--- src/rtl/tinyrv_pkg.sv ---
// Shared types for the tinyrv front end: fetch FSM states, fault codes and
// the instruction-buffer entry layout.
package tinyrv_pkg;

  typedef enum logic [1:0] {
    ST_IDLE    = 2'd0,
    ST_BUS     = 2'd1,
    ST_DISCARD = 2'd2,
    ST_HALT    = 2'd3
  } fetch_state_t;

  localparam logic [1:0]  FAULT_NONE       = 2'b00;
  localparam logic [1:0]  FAULT_BUS        = 2'b01;
  localparam logic [1:0]  FAULT_MISALIGN   = 2'b10;
  localparam logic [31:0] DEFAULT_RESET_PC = 32'h0000_0000;

  typedef struct packed {
    logic [31:0] pc;
    logic [31:0] inst;
    logic [1:0]  fault;
  } fetch_entry_t;

  function automatic fetch_entry_t make_entry(input logic [31:0] pc,
                                              input logic [31:0] inst,
                                              input logic [1:0]  fault);
    fetch_entry_t e;
    e.pc    = pc;
    e.inst  = inst;
    e.fault = fault;
    return e;
  endfunction

endpackage

--- src/rtl/inst_fetch_fifo.sv ---
// Two-entry instruction buffer. A flush empties it; a push in the same cycle
// as a flush leaves exactly that one entry.
module inst_fetch_fifo
  import tinyrv_pkg::*;
#(
  parameter int DEPTH = 2
) (
  input  logic         clk,
  input  logic         rst,
  input  logic         push,
  input  fetch_entry_t push_data,
  input  logic         pop,
  input  logic         flush,
  output fetch_entry_t head,
  output logic [1:0]   count
);

  fetch_entry_t mem [DEPTH];
  logic         rd_ptr_reg;
  logic         wr_ptr_reg;
  logic [1:0]   count_reg;
  logic         do_pop;

  assign do_pop = pop && (count_reg != 2'd0);

  always_ff @(posedge clk or posedge rst) begin
    if (rst) begin
      rd_ptr_reg <= 1'b0;
      wr_ptr_reg <= 1'b0;
      count_reg  <= 2'd0;
    end else if (flush) begin
      rd_ptr_reg <= 1'b0;
      wr_ptr_reg <= push;
      count_reg  <= {1'b0, push};
    end else begin
      if (push)   wr_ptr_reg <= ~wr_ptr_reg;
      if (do_pop) rd_ptr_reg <= ~rd_ptr_reg;
      count_reg <= count_reg + {1'b0, push} - {1'b0, do_pop};
    end
  end

  // Storage needs no reset: the head is masked to zero while empty.
  always_ff @(posedge clk) begin
    if (push) mem[flush ? 1'b0 : wr_ptr_reg] <= push_data;
  end

  assign head  = (count_reg != 2'd0) ? mem[rd_ptr_reg] : '0;
  assign count = count_reg;

endmodule

--- src/rtl/inst_fetch.sv ---
// Instruction fetch unit: Wishbone classic master feeding a two-entry buffer,
// with redirect/flush, bus-error and misaligned-target fault reporting.
module inst_fetch
  import tinyrv_pkg::*;
#(
  parameter logic [31:0] RESET_PC = DEFAULT_RESET_PC,
  parameter int          DEPTH    = 2
) (
  input  logic        wb_clk_i,
  input  logic        wb_rst_i,
  output logic        wbm_cyc_o,
  output logic        wbm_stb_o,
  output logic        wbm_we_o,
  output logic [3:0]  wbm_sel_o,
  output logic [31:0] wbm_adr_o,
  input  logic [31:0] wbm_dat_i,
  input  logic        wbm_ack_i,
  input  logic        wbm_err_i,
  output logic        inst_valid_o,
  input  logic        inst_ready_i,
  output logic [31:0] inst_o,
  output logic [31:0] pc_o,
  output logic [1:0]  fault_o,
  input  logic        redirect_i,
  input  logic [31:0] redirect_pc_i
);

  localparam logic [1:0] FULL = 2'(DEPTH);

  fetch_state_t state_reg, state_next;
  logic [31:0]  fetch_pc_reg, fetch_pc_next;
  logic [31:0]  adr_reg, adr_next;
  logic         push, flush, pop_fire, bus_active, bus_done, misaligned;
  fetch_entry_t push_data, head;
  logic [1:0]   count, occ_eff;

  assign bus_active = (state_reg == ST_BUS) || (state_reg == ST_DISCARD);
  assign bus_done   = wbm_ack_i || wbm_err_i;
  assign misaligned = (redirect_pc_i[1:0] != 2'b00);
  assign pop_fire   = inst_valid_o && inst_ready_i;
  assign occ_eff    = count - {1'b0, pop_fire};

  always_ff @(posedge wb_clk_i or posedge wb_rst_i) begin
    if (wb_rst_i) begin
      state_reg    <= ST_IDLE;
      fetch_pc_reg <= RESET_PC;
      adr_reg      <= 32'h0;
    end else begin
      state_reg    <= state_next;
      fetch_pc_reg <= fetch_pc_next;
      adr_reg      <= adr_next;
    end
  end

  always_comb begin
    state_next    = state_reg;
    fetch_pc_next = fetch_pc_reg;
    adr_next      = adr_reg;
    push          = 1'b0;
    push_data     = '0;
    flush         = 1'b0;
    if (redirect_i) begin
      flush         = 1'b1;
      fetch_pc_next = redirect_pc_i;
      if (misaligned) begin
        push      = 1'b1;
        push_data = make_entry(redirect_pc_i, 32'h0, FAULT_MISALIGN);
      end
      // An in-flight cycle must still be terminated before we may go quiet.
      if (bus_active && !bus_done) state_next = ST_DISCARD;
      else                         state_next = misaligned ? ST_HALT : ST_IDLE;
    end else begin
      case (state_reg)
        ST_IDLE: begin
          if (occ_eff < FULL) begin
            state_next = ST_BUS;
            adr_next   = fetch_pc_reg;
          end
        end
        ST_BUS: begin
          if (wbm_ack_i) begin
            push          = 1'b1;
            push_data     = make_entry(fetch_pc_reg, wbm_dat_i, FAULT_NONE);
            fetch_pc_next = fetch_pc_reg + 32'd4;
            if ((occ_eff + 2'd1) < FULL) adr_next = fetch_pc_reg + 32'd4;
            else                         state_next = ST_IDLE;
          end else if (wbm_err_i) begin
            push       = 1'b1;
            push_data  = make_entry(fetch_pc_reg, 32'h0, FAULT_BUS);
            state_next = ST_HALT;
          end
        end
        ST_DISCARD: begin
          // fetch_pc holds the latest redirect target; misaligned means halt.
          if (bus_done) state_next = (fetch_pc_reg[1:0] != 2'b00) ? ST_HALT : ST_IDLE;
        end
        default: ;
      endcase
    end
  end

  inst_fetch_fifo #(.DEPTH(DEPTH)) u_fifo (
    .clk       (wb_clk_i),
    .rst       (wb_rst_i),
    .push      (push),
    .push_data (push_data),
    .pop       (pop_fire),
    .flush     (flush),
    .head      (head),
    .count     (count)
  );

  assign wbm_cyc_o    = bus_active;
  assign wbm_stb_o    = bus_active;
  assign wbm_we_o     = 1'b0;
  assign wbm_sel_o    = 4'hF;
  assign wbm_adr_o    = bus_active ? adr_reg : 32'h0;
  assign inst_valid_o = (count != 2'd0);
  assign inst_o       = head.inst;
  assign pc_o         = head.pc;
  assign fault_o      = head.fault;

endmodule

--- config.mk ---
export PLATFORM = sky130hd
export DESIGN_NAME = inst_fetch
export DESIGN_NICKNAME = d
export VERILOG_FILES = /design/src/rtl/tinyrv_pkg.sv /design/src/rtl/inst_fetch_fifo.sv /design/src/rtl/inst_fetch.sv
export SDC_FILE = /design/constraint.sdc
export NUM_CORES = 1
export LEC_CHECK = 0
export CAP_MARGIN = 5
export CORE_MARGIN = 3
export CORE_UTILIZATION = 55
export CTS_BUF_LIST = sky130_fd_sc_hd__clkbuf_8
export CTS_CLUSTER_SIZE = 8
export DETAILED_ROUTE_END_ITERATION = 8
export GPL_ROUTABILITY_DRIVEN = 0
export HOLD_SLACK_MARGIN = 0.08
export PLACE_DENSITY = 0.83
export SETUP_SLACK_MARGIN = 0.5
export SYNTH_ARGS = -nofsm -noshare
export SYNTH_HDL_FRONTEND = slang
export SYNTH_SLANG_ARGS = --single-unit
--- constraint.sdc ---
create_clock -name wb_clk_i -period 5.9 [get_ports wb_clk_i]
set_clock_uncertainty 0.05 [all_clocks]
set_input_delay 0.885 -clock wb_clk_i [delete_from_list [all_inputs] [get_ports wb_clk_i]]
set_output_delay 0.885 -clock wb_clk_i [all_outputs]
set_load 0.03 [all_outputs]
==> After elaboration in Yosys (flattened, before gate mapping) <==
Memories as Yosys holds them, arrays and structs flattened.
Index checks and enable logic that the tools add are counted.
{ "word_totals": {"out_inout_bits": 106, "wordCells": 83, "ff_bits": 70, "ram_bits": 132, "in_bits": 70, "memories": 1} }
{ "op_classes": {"n_eq_ne": 9, "muxes": 38, "n_addsub": 5, "bitwise_logic": 3, "reduce_logical": 19, "magnitude_cmp": 2} }
{ "mem_list": {"columns": ["name", "words", "word_bits", "read_ports", "rd_ports_with_merged_regs", "write_ports", "line_no", "text"], "rows": [
  ["u_fifo.mem", 2, 66, 1, 0, 1, "inst_fetch_fifo.sv:18", "fetch_entry_t mem [DEPTH];"]
]} }
{ "op_table": {"columns": ["cell", "n"], "rows": [
  ["$mux W66", 6],
  ["$mux W32", 7],
  ["$pmux W32 S2", 1],
  ["$add A32 B3 Y32 const B", 1],
  ["$mux W2", 10],
  ["$reduce_bool A2 Y1", 8],
  ["$mux W1", 13],
  ["$reduce_and A5 Y1", 2],
  ["$ne A4 B4 Y1 const B", 2],
  ["$ne A3 B3 Y1 const B", 2],
  ["$pmux W2 S3", 1],
  ["$lt A2 B2 Y1 const B", 2],
  ["$ne A2 B2 Y1 const B", 2],
  ["$reduce_bool A4 Y1", 1],
  ["$sub A2 B1 Y2", 2],
  ["$logic_and A1 B1 Y1", 3],
  ["$not A1 Y1", 3],
  ["$add A2 B1 Y2", 1],
  ["$add A2 B1 Y2 const B", 1],
  ["$eq A2 B1 Y1 const B", 1],
  ["$eq A2 B2 Y1 const B", 1],
  ["$logic_not A2 Y1", 1],
  ["$logic_or A1 B1 Y1", 2],
  ["$ne A2 B1 Y1 const B", 1],
  ["other kinds (2)", 2]
]} }

==> Longest topological paths before layout <==
Gate-level depths: netlist of run 1.
{ "logic_depth": {"word_depth": 9, "depth_mapped": 11, "ltp_nobuf": 9} }

==> By module <==
A second synthesis of run 1 with hierarchy kept.
{ "hier_totals": {"cells_unflattened": 873, "area_unflattened_um2": 10075.9} }
{ "modules_own_cells": {"columns": ["mod", "cells_per_inst", "area_each_um2", "instances", "seq_area_each_um2"], "rows": [
  ["inst_fetch_fifo", 301, 5247.5, 1, 4063.9],
  ["inst_fetch", 572, 4828.4, 1, 1651.6]
]} }

==> Worst setup path after synthesis of run 1 <==
Ideal clock, no wire load.
{ "synth_path": {"path_kind": "input port to flip-flop", "start": "input port redirect_i", "end": "memory u_fifo.mem[0][0] in the netlist's numbering, enable pin", "setup_ps": 498, "t_required_ps": 5352, "arrival_ps": 4669, "cell_stages": 4, "slack_ps": 683, "cell_sequence": "clkbuf_1 -> nor3_1 -> or2_2 -> nor2b_1"} }
{ "synth_via": {"elab_chain_len": 3, "word_cells_on_any_way": 5, "cone_classes": "mux (5)"} }
{ "synth_rtl": {"columns": ["element", "line_no", "text"], "rows": [
  ["from (decl)", "inst_fetch.sv:24", "input logic redirect_i,"],
  ["$mux W1", "inst_fetch.sv:62", "if (redirect_i) begin"],
  ["$mux W1 (2 in series)", "inst_fetch_fifo.sv:44", "if (push) mem[flush ? 1'b0 : wr_ptr_reg] <= push_data;"],
  ["to (decl)", "inst_fetch_fifo.sv:18", null]
]} }
Several ways; a longest one is shown, not always the timed one.

==> Worst setup path after layout of run 1 <==
{ "layout_path": {"start": "register u_fifo.count_reg[1] (netlist: u_fifo.count[1])", "end": "register adr_reg[5]"} }
{ "layout_via": {"elab_chain_len": 7, "word_cells_on_any_way": 9, "cone_classes": "add/sub (2); order compare (2); eq/ne (2); reduce/logical (3)"} }
{ "layout_rtl": {"columns": ["element", "line_no", "text"], "rows": [
  ["from (decl)", "inst_fetch_fifo.sv:21", "logic [1:0] count_reg;"],
  ["from (signal assigned)", "inst_fetch_fifo.sv:34", "count_reg <= {1'b0, push};"],
  ["from (signal assigned)", "inst_fetch_fifo.sv:38", "count_reg <= count_reg + {1'b0, push} - {1'b0, do_pop};"],
  ["$reduce_bool A2 Y1", "inst_fetch.sv:118", "assign inst_valid_o = (count != 2'd0);"],
  ["$logic_and A1 B1 Y1", "inst_fetch.sv:40", "assign pop_fire = inst_valid_o && inst_ready_i;"],
  ["$sub A2 B1 Y2 *", "inst_fetch.sv:41", "assign occ_eff = count - {1'b0, pop_fire};"],
  ["$add A2 B1 Y2", "inst_fetch.sv:85", "if ((occ_eff + 2'd1) < FULL) adr_next = fetch_pc_reg + 32'd4;"],
  ["$lt A2 B2 Y1", "inst_fetch.sv:85", null],
  ["$ne A2 B1 Y1 (no source line)", null, null],
  ["$reduce_and A5 Y1 (no source line) *", null, null],
  ["to (signal assigned)", "inst_fetch.sv:51", "adr_reg <= adr_next;"],
  ["to (decl)", "inst_fetch.sv:32", "logic [31:0] adr_reg, adr_next;"]
]} }
Every way passes the cells marked *; elsewhere a longest branch is shown, timed or not.
A chain may end at the register's enable or synchronous reset.

==> impl_metrics.env, run 1 <==
export IMPL_status="complete, no violations"
export IMPL_dr_pass1_iters=5
export IMPL_drtAntennaViolNets=0
export IMPL_overflow=0
export IMPL_tightest_slew_ps=1151
export IMPL_timing_worst_setup_path_type="register to register"
export IMPL_crit_arrival_ps=4700
export IMPL_grt_first_pass_wirelength_um=37650
export IMPL_dieArea_um2=19570
export IMPL_max_cap_violations=0
export IMPL_min_period_ps=4368
export IMPL_maxSlewHeadroom=0.2330
export IMPL_worst_setup_path_end_kind="register"
export IMPL_syn_inst=856
export IMPL_netlist_top_cells_count="edfxtp_1 (132), nor2_1 (82), dfrtp_1 (70)"
export IMPL_synth_ff_type="edfxtp_1"
export IMPL_grt_antenna_before_repair=0
export IMPL_layout_area_overhead_vs_synth_pct=23.70
export IMPL_place_area_um2=11600
export IMPL_syn_area_um2=9862
export IMPL_crit_end="adr_reg[5]"
export IMPL_yosys_warnings=0
export IMPL_track_usage=0.2375
export IMPL_clockBufferDepth=3
export IMPL_largest_reg_flops=132
export IMPL_nFillCells=1259
export IMPL_ys_ff_latch=202
export IMPL_multi_input_area_um2=3780
export IMPL_register_area_um2=5719
export IMPL_grt_max_degree=68
export IMPL_remaining_drc_errors=0
export IMPL_irDropWorstVdd_mv=0.3982
export IMPL_cp_depth=10
export IMPL_viasPerCell=5.888
export IMPL_p_per_area_nw_per_um2=478.3
export IMPL_crit_buf_inv=3
export IMPL_cp_top_family="buffers and inverters"
export IMPL_final_hold_violation_count=0
export IMPL_die_y_um=139.9
export IMPL_setup_viol=0
export IMPL_critPathMaxStageDelay_ps=730
export IMPL_place_detailed_hpwl_um=15780
export IMPL_r2r_end="adr_reg[5]"
export IMPL_yosysSeqAreaShare=0.5795
export IMPL_cts_buffers=34
export IMPL_numPortBuffers=170
export IMPL_cts_tree="built"
export IMPL_clk_pin_slew_ps=60
export IMPL_num_rows=48
export IMPL_slowest_stage="a221o_1"
export IMPL_regToRegStartpoint="u_fifo.count[1]"
export IMPL_syn_area_per_cell_um2=11.52
export IMPL_min_period_over_period=0.7403
export IMPL_start_kind="register"
export IMPL_synth_top_area_cell="edfxtp_1"
export IMPL_crit_required_ps=6230
export IMPL_hold_path_depth=1
export IMPL_start_util=0.5662
export IMPL_hold_class="register to register"
export IMPL_postCtsSetupBuffers=0
export IMPL_routedWlPerCell_um=19.15
export IMPL_ff2ff_setup_slack_ps=1530
export IMPL_crit_top_cell="buf_4"
export IMPL_die_w_um=139.9
export IMPL_ys_types=49
export IMPL_synth_edf_count=132
export IMPL_fmax_ghz=0.2290
export IMPL_grt_pass1_vias=7121
export IMPL_crit_path_start="u_fifo.count[1]"
export IMPL_cp_max_fo=67
export IMPL_final_nets=1071
export IMPL_clk_latency_ps=510
export IMPL_ios=176
export IMPL_clock_root_buffer="clkbuf_8"
export IMPL_synth_most_common_cell="edfxtp_1"
export IMPL_cts_resized_gates=0
export IMPL_crit_chain="nor2_4 > buf_4 > inv_1 > and2_1 > ha_1 > xor2_1 > a221o_1 > and2_0 > buf_4 > mux2_2"
export IMPL_htreeDepth=2
export IMPL_r2r_cells=10
export IMPL_n_antenna_cell=0
export IMPL_synth_top_area_share=0.4019
export IMPL_drive_above_1_share=0.08992
export IMPL_dr_total_vias=7284
export IMPL_setup_tns_final_ps=0
export IMPL_power_leakage_uw=0.004532
export IMPL_synthTopCellsByArea="edfxtp_1 (40%), dfrtp_1 (18%), mux2i_1 (7.0%), nor2_1 (3.1%), a22o_1 (2.8%)"
export IMPL_async_flop_share=0.3465
export IMPL_drtIter0Drc=571
export IMPL_final_cell_area_um2=12200
export IMPL_wl_um=23690
export IMPL_cts_hold_buf=0
export IMPL_core_area_um2=17420
export IMPL_report_final_slew_viol_count=0
export IMPL_cts_sinks=202
export IMPL_rsz0062_at_grt="no"
area by class of cell:
type / count / area share
clock inverters: 15 / 0.005026
well taps: 225 / 0.02308
clock buffers: 39 / 0.04400
inverters: 9 / 0.002769
multi-input cells: 565 / 0.3098
repair buffers: 182 / 0.1465
flip-flops and latches: 202 / 0.4688
layer usage:
layer	global-route usage	vias to the layer above	wire length, um
met4	0.05915	0	423
li1	-	3428	-
met2	0.3710	315	11030
met1	0.3444	3504	10440
met3	0.05155	37	1796
met5	0	-	0
worst reg2reg max path, stage by stage, from the launching register on:
cell and delay (ps):
dfrtp_1 430, nor2_4 120, buf_4 560, inv_1 160, and2_1 210, ha_1 180
xor2_1 360, a221o_1 730, and2_0 730, buf_4 350, mux2_2 360
metrics by stage:
step                hold WS, ps  total power [uW]  cells  utilization  worst slack [ps]
floorplan                 422.0              3740    859            -             682.6
global placement          436.0              4685   1183       0.6661              1702
detailed placement        441.6              4740   1183       0.6661              1590
CTS                       455.1              5878   1237       0.7004              1572
global route              466.7              6146   1237       0.7004              1228
finish                    451.0              5835   1237       0.7004              1532
cell families after synthesis:
kind of cell               Yosys count  share of synthesized area
AOI/OAI and AO/OA                  147                    0.09921
buffers and inverters               92                    0.04073
adders and majority gates            7                   0.008881
and+or+nand+nor                    295                     0.1605
DFF                                202                     0.5795
other                                2                  0.0007615
muxes                               81                    0.08373
xor gates and xnor gates            30                    0.02664
how the worst min path moves through the flow:
stage	from	endpoint	slack (ps)
6_report	adr_reg[4]	adr_reg[4]	450
5_1_grt	adr_reg[6]	adr_reg[6]	470
4_1_cts	adr_reg[5]	adr_reg[5]	460
3_5_place_dp	adr_reg[6]	adr_reg[6]	440
3_3_place_gp	adr_reg[5]	adr_reg[5]	440
2_1_floorplan	adr_reg[0]	adr_reg[0]	420
placed cells by master, fill, tap and decap left out, types with 5 or more instances in the layout:
master           instances
clkdlybuf4s50_1        169
edfxtp_1               132
nor2_1                  80
mux2i_1                 69
dfrtp_1                 69
clkbuf_8                39
and2_1                  37
nand2_1                 35
a21oi_1                 34
and3_1                  33
a22o_1                  32
o21ai_0                 29
a31oi_1                 23
xnor2_1                 22
inv_1                   20
nand4_1                 19
or4_1                   17
or3_1                   14
nand3_1                 13
or2_2                   12
mux2_2                  12
buf_4                   12
o311ai_0                10
xor2_1                   8
o31ai_1                  7
nor3_1                   7
ha_1                     7
nor4_1                   6
conb_1                   5
power by group:
| part | switching, uW | internal (uW) |
|---|---|---|
| clock network | 517 | 595 |
| logic | 1570 | 1100 |
| registers | 221 | 1830 |
| total | 2310 | 3520 |
Power figures use the tool's default switching activity.
==> run 2: changes to the inputs <==
==> constraint.sdc (replaced) <==
create_clock -name wb_clk_i -period 4.05 [get_ports wb_clk_i]
set_clock_uncertainty 0.05 [all_clocks]
set_input_delay 0.6075 -clock wb_clk_i [delete_from_list [all_inputs] [get_ports wb_clk_i]]
set_output_delay 0.6075 -clock wb_clk_i [all_outputs]
set_load 0.03 [all_outputs]
==> impl_metrics.env, run 2 (same netlist as run 1, synthesis figures left out) <==
export IMPL_status="complete, no violations"
export IMPL_rsz0062_at_grt="no"
export IMPL_numPortBuffers=170
export IMPL_critPathMaxStageDelay_ps=890
export IMPL_post_place_cells=1186
export IMPL_top_layer="met4"
export IMPL_min_period_over_period=0.8266
export IMPL_routedWlPerCell_um=18.44
export IMPL_crit_arrival_ps=2690
export IMPL_cts_buffers=34
export IMPL_wl_um=22890
export IMPL_wl_met2_um=10470
export IMPL_core_area_um2=17420
export IMPL_nFillCells=1240
export IMPL_maxSlewHeadroom=0.3078
export IMPL_power_leakage_uw=0.004542
export IMPL_ios=176
export IMPL_place_detailed_hpwl_um=15170
export IMPL_clockBufferDepth=3
export IMPL_grt_pass1_vias=6856
export IMPL_crit_buf_inv=2
export IMPL_remaining_drc_errors=0
export IMPL_p_per_area_nw_per_um2=693.5
export IMPL_worstHoldStart="adr_reg[7]"
export IMPL_start_util=0.5662
export IMPL_clock_root_buffer="clkbuf_8"
export IMPL_n_antenna_cell=0
export IMPL_start_kind="register"
export IMPL_drtAntennaViolNets=0
export IMPL_setup_tns_final_ps=0
export IMPL_report_final_slew_viol_count=0
export IMPL_grt_max_degree=67
export IMPL_min_period_ps=3348
export IMPL_num_rows=48
export IMPL_drtIter0Drc=609
export IMPL_tightest_slew_ps=1038
export IMPL_die_w_um=139.9
export IMPL_cp_max_fo=40
export IMPL_clk_latency_ps=500
export IMPL_dieArea_um2=19570
export IMPL_track_usage=0.2282
export IMPL_timing_worst_setup_path_type="register to output pin"
export IMPL_crit_chain="buf_12 > mux2i_1 > nor2_1 > clkdlybuf4s50_1"
export IMPL_crit_path_start="u_fifo.rd_ptr_reg"
export IMPL_slowest_stage="dfrtp_4"
export IMPL_fmax_ghz=0.2987
export IMPL_clk_pin_slew_ps=60
export IMPL_wl_met3_um=1735
export IMPL_final_util=0.7042
export IMPL_drive_above_1_share=0.09055
export IMPL_die_y_um=139.9
export IMPL_cp_top_family="buffers and inverters"
export IMPL_dr_pass1_iters=7
export IMPL_largest_reg_flops=132
export IMPL_grt_antenna_before_repair=0
export IMPL_layout_area_overhead_vs_synth_pct=24.36
export IMPL_hold_class="register to register"
export IMPL_irDropWorstVdd_mv=0.6413
export IMPL_m1WireLength_um=10140
export IMPL_final_nets=1074
export IMPL_crit_required_ps=3390
export IMPL_setup_viol=0
export IMPL_final_cells=1241
export IMPL_cts_tree="built"
export IMPL_overflow=0
export IMPL_worst_setup_path_end_kind="output pin"
export IMPL_cts_sinks=202
export IMPL_max_cap_violations=0
export IMPL_grt_first_pass_wirelength_um=36240
export IMPL_viasPerCell=5.873
export IMPL_dr_total_vias=7288
export IMPL_final_cell_mix="clkdlybuf4s50_1 (169), edfxtp_1 (132), nor2_1 (80), mux2i_1 (69), dfrtp_1 (69)"
export IMPL_cts_hold_buf=0
export IMPL_final_hold_violation_count=0
export IMPL_htreeDepth=2
export IMPL_regToRegStartpoint="state_reg[1]"
export IMPL_final_common_cell="clkdlybuf4s50_1"
## run 2: report_power, final
group          internal [uW]  switching (uW)  leakage [uW]  total, uW
Sequential              2660             273       0.00211       2940
Clock                    856             739      0.000334       1600
Combinational           1640            2330       0.00210       3970
Total                   5160            3350       0.00454       8500
## run 2: final timing paths
check	endpoint	slack, ps	depth (start not counted)
max reg2reg	fetch_pc_reg[27]	1020	7
min reg2reg	adr_reg[7]	450	1
max	inst_o[16]	700	4
max in group asynchronous	fetch_pc_reg[3]	2810	3
min	adr_reg[7]	450	1
min in group asynchronous	fetch_pc_reg[26]	490	2
## run 2: cell type report
class | instances | area [um2] | area share
tap | 225 | 281.5 | 0.02295
inverter | 9 | 33.78 | 0.002755
sequential | 202 | 5719 | 0.4663
timing repair buffer | 185 | 1859 | 0.1516
clock buffer | 35 | 481.7 | 0.03928
multi-input combinational | 565 | 3782 | 0.3084
clock inverter | 20 | 106.4 | 0.008672
## run 2: metal layers
layer | vias up | global-route usage
li1 | 3447 | -
met1 | 3453 | 0.3364
met2 | 333 | 0.3500
met3 | 55 | 0.03926
met4 | 0 | 0.07292
met5 | - | 0
## run 2: through the flow
stage | setup WS [ps] | cell area [um2] | power, uW | hold slack, ps
after floorplan | 552.5 | 9881 | 5442 | 422.0
after global placement | 863.4 | 11670 | 6869 | 434.8
after detailed placement | 835.0 | 11670 | 6927 | 442.3
after CTS | 625.6 | 12260 | 8566 | 455.6
after global routing | 555.9 | 12260 | 8967 | 462.5
final | 702.1 | 12260 | 8505 | 452.1
## run 2: what timing repair did
action | CTS | global route
gates resized for setup | 0 | 1
setup endpoints to repair | 0 | 24
buffers inserted | 0 | 0
==> run 3: changes to the inputs <==
--- a/config.mk
+++ b/config.mk
@@ -7,13 +7,13 @@
 export LEC_CHECK = 0
 export CAP_MARGIN = 5
 export CORE_MARGIN = 3
-export CORE_UTILIZATION = 55
+export CORE_UTILIZATION = 49
 export CTS_BUF_LIST = sky130_fd_sc_hd__clkbuf_8
 export CTS_CLUSTER_SIZE = 8
 export DETAILED_ROUTE_END_ITERATION = 8
 export GPL_ROUTABILITY_DRIVEN = 0
 export HOLD_SLACK_MARGIN = 0.08
-export PLACE_DENSITY = 0.83
+export PLACE_DENSITY = 0.78
 export SETUP_SLACK_MARGIN = 0.5
 export SYNTH_ARGS = -nofsm -noshare
 export SYNTH_HDL_FRONTEND = slang
==> constraint.sdc (replaced) <==
create_clock -name wb_clk_i -period 3 [get_ports wb_clk_i]
set_clock_uncertainty 0.05 [all_clocks]
set_input_delay 0.45 -clock wb_clk_i [delete_from_list [all_inputs] [get_ports wb_clk_i]]
set_output_delay 0.45 -clock wb_clk_i [all_outputs]
set_load 0.03 [all_outputs]
==> impl_metrics.env, run 3 (same netlist as run 1, synthesis figures left out) <==
export IMPL_largest_reg_flops=132
export IMPL_rsz0062_at_grt="yes"
export IMPL_cts_tree="built"
export IMPL_crit_arrival_ps=1970
export IMPL_htreeDepth=2
export IMPL_final_cell_area_um2=12370
export IMPL_grt_use_met1=0.3140
export IMPL_clockBufferDepth=3
export IMPL_ios=176
export IMPL_layout_area_overhead_vs_synth_pct=25.39
export IMPL_final_cells=1314
export IMPL_numPortBuffers=170
export IMPL_routedWlPerCell_um=19.16
export IMPL_place_detailed_hpwl_um=16450
export IMPL_final_hold_violation_count=0
export IMPL_fmax_ghz=0.4050
export IMPL_place_area_um2=11870
export IMPL_dr_total_vias=7553
export IMPL_max_cap_violations=0
export IMPL_min_period_ps=2469
export IMPL_remaining_drc_errors=0
export IMPL_status="complete, no violations"
export IMPL_start_kind="register"
export IMPL_n_antenna_cell=0
export IMPL_num_rows=51
export IMPL_grt_first_pass_wirelength_um=39460
export IMPL_grt_pass1_vias=7352
export IMPL_setup_tns_final_ps=0
export IMPL_worst_setup_path_end_kind="output pin"
export IMPL_dr_pass1_iters=5
export IMPL_die_y_um=147.9
export IMPL_busiest_layer="met2"
export IMPL_fin_total_pwr_uw=11340
export IMPL_clk_latency_ps=530
export IMPL_clk_pin_slew_ps=60
export IMPL_clock_root_buffer="clkbuf_8"
export IMPL_report_final_slew_viol_count=0
export IMPL_post_place_cells=1241
export IMPL_irDropWorstVdd_mv=0.7308
export IMPL_final_nets=1101
export IMPL_drtIter0Drc=608
export IMPL_nFillCells=1603
export IMPL_postLayoutSetupSlackWorst_ps=531.1
export IMPL_track_usage=0.2240
export IMPL_core_area_um2=19590
export IMPL_drtAntennaViolNets=0
export IMPL_viasPerCell=5.748
export IMPL_cp_max_fo=15
export IMPL_wl_um=25180
export IMPL_grt_use_met2=0.3696
export IMPL_overflow=0
export IMPL_final_cell_mix="edfxtp_1 (132), nor2_1 (80), clkdlybuf4s50_1 (69), mux2i_1 (68), dfrtp_1 (67)"
export IMPL_power_leakage_uw=0.004926
export IMPL_use_met3=0.03985
export IMPL_hold_class="input port to asynchronous set/reset pin"
export IMPL_maxSlewHeadroom=0.5214
export IMPL_cts_sinks=202
export IMPL_dieArea_um2=21860
export IMPL_grt_max_degree=67
export IMPL_setup_viol=0
export IMPL_dp_slack_ps=340.2
export IMPL_die_w_um=147.9
export IMPL_cts_buffers=34
export IMPL_final_common_cell="edfxtp_1"
export IMPL_timing_worst_setup_path_type="register to output pin"
export IMPL_drive_above_1_share=0.1888
export IMPL_p_per_area_nw_per_um2=917.2
export IMPL_grt_antenna_before_repair=0
export IMPL_crit_required_ps=2500
export IMPL_start_util=0.5034
export IMPL_min_period_over_period=0.8230
export IMPL_tightest_slew_ps=716.8
-- run 3: worst paths after layout --
path	startpoint	to	slack, ps	cells after the start
worst min register to register	adr_reg[4]	adr_reg[4]	450	1
worst max-delay path	u_fifo.rd_ptr_reg	inst_o[22]	530	5
max in group asynchronous	wb_rst_i	adr_reg[5]	1860	3
worst min-delay path	wb_rst_i	adr_reg[24]	320	2
worst max register to register	u_fifo.count[1]	adr_reg[4]	580	9
min in group wb_clk_i	redirect_i	fetch_pc_reg[13]	370	3
-- run 3: power by group --
group | internal (uW) | switching (uW) | total, uW
Clock | 1140 | 1070 | 2210
Sequential | 3600 | 294 | 3890
Combinational | 1890 | 3350 | 5240
Total | 6630 | 4710 | 11300
-- run 3: worst max-delay path, cell delays in order (launching register included) --
cell and delay [ps]:
dfrtp_4 510, buf_4 160, buf_12 150, mux2i_1 120, nor2_1 90, dlygate4sd2_1 410
-- run 3: cell type report --
| type | instances | area (um2) | share of cell area |
|---|---|---|---|
| flip-flops and latches | 202 | 5722 | 0.4627 |
| multi-input cells | 565 | 3829 | 0.3096 |
| repair buffers | 212 | 1829 | 0.1479 |
| clock buffers | 37 | 509.2 | 0.04118 |
| well taps | 265 | 331.6 | 0.02681 |
| clock inverters | 24 | 106.4 | 0.008601 |
| inverters | 9 | 38.79 | 0.003137 |
-- run 3: per-stage QoR --
step           hold slack [ps]    util
6_report                 316.5  0.6312
2_1_floorplan            422.0       -
5_1_grt                  363.0  0.6312
3_5_place_dp             438.3  0.6057
4_1_cts                  319.2  0.6377
3_3_place_gp             439.9  0.6057
-- run 3: layer usage --
| metal | share of wire | up-vias |
|---|---|---|
| met4 | 0.017 | 0 |
| met1 | 0.42 | 3657 |
| met2 | 0.48 | 356 |
| met3 | 0.084 | 42 |
| met5 | 0 | - |
| li1 | - | 3498 |
-- run 3: what timing repair did --
| item | 4_1_cts | 5_1_grt |
|---|---|---|
| endpoints found under the setup margin | 106 | 170 |
| resized for setup | 223 | 128 |
| setup buffers | 1 | 8 |
| hold buffers | 0 | 0 |
| gates cloned | 2 | 1 |
| hold endpoints to repair | 0 | 0 |
| pin swaps | 0 | 4 |
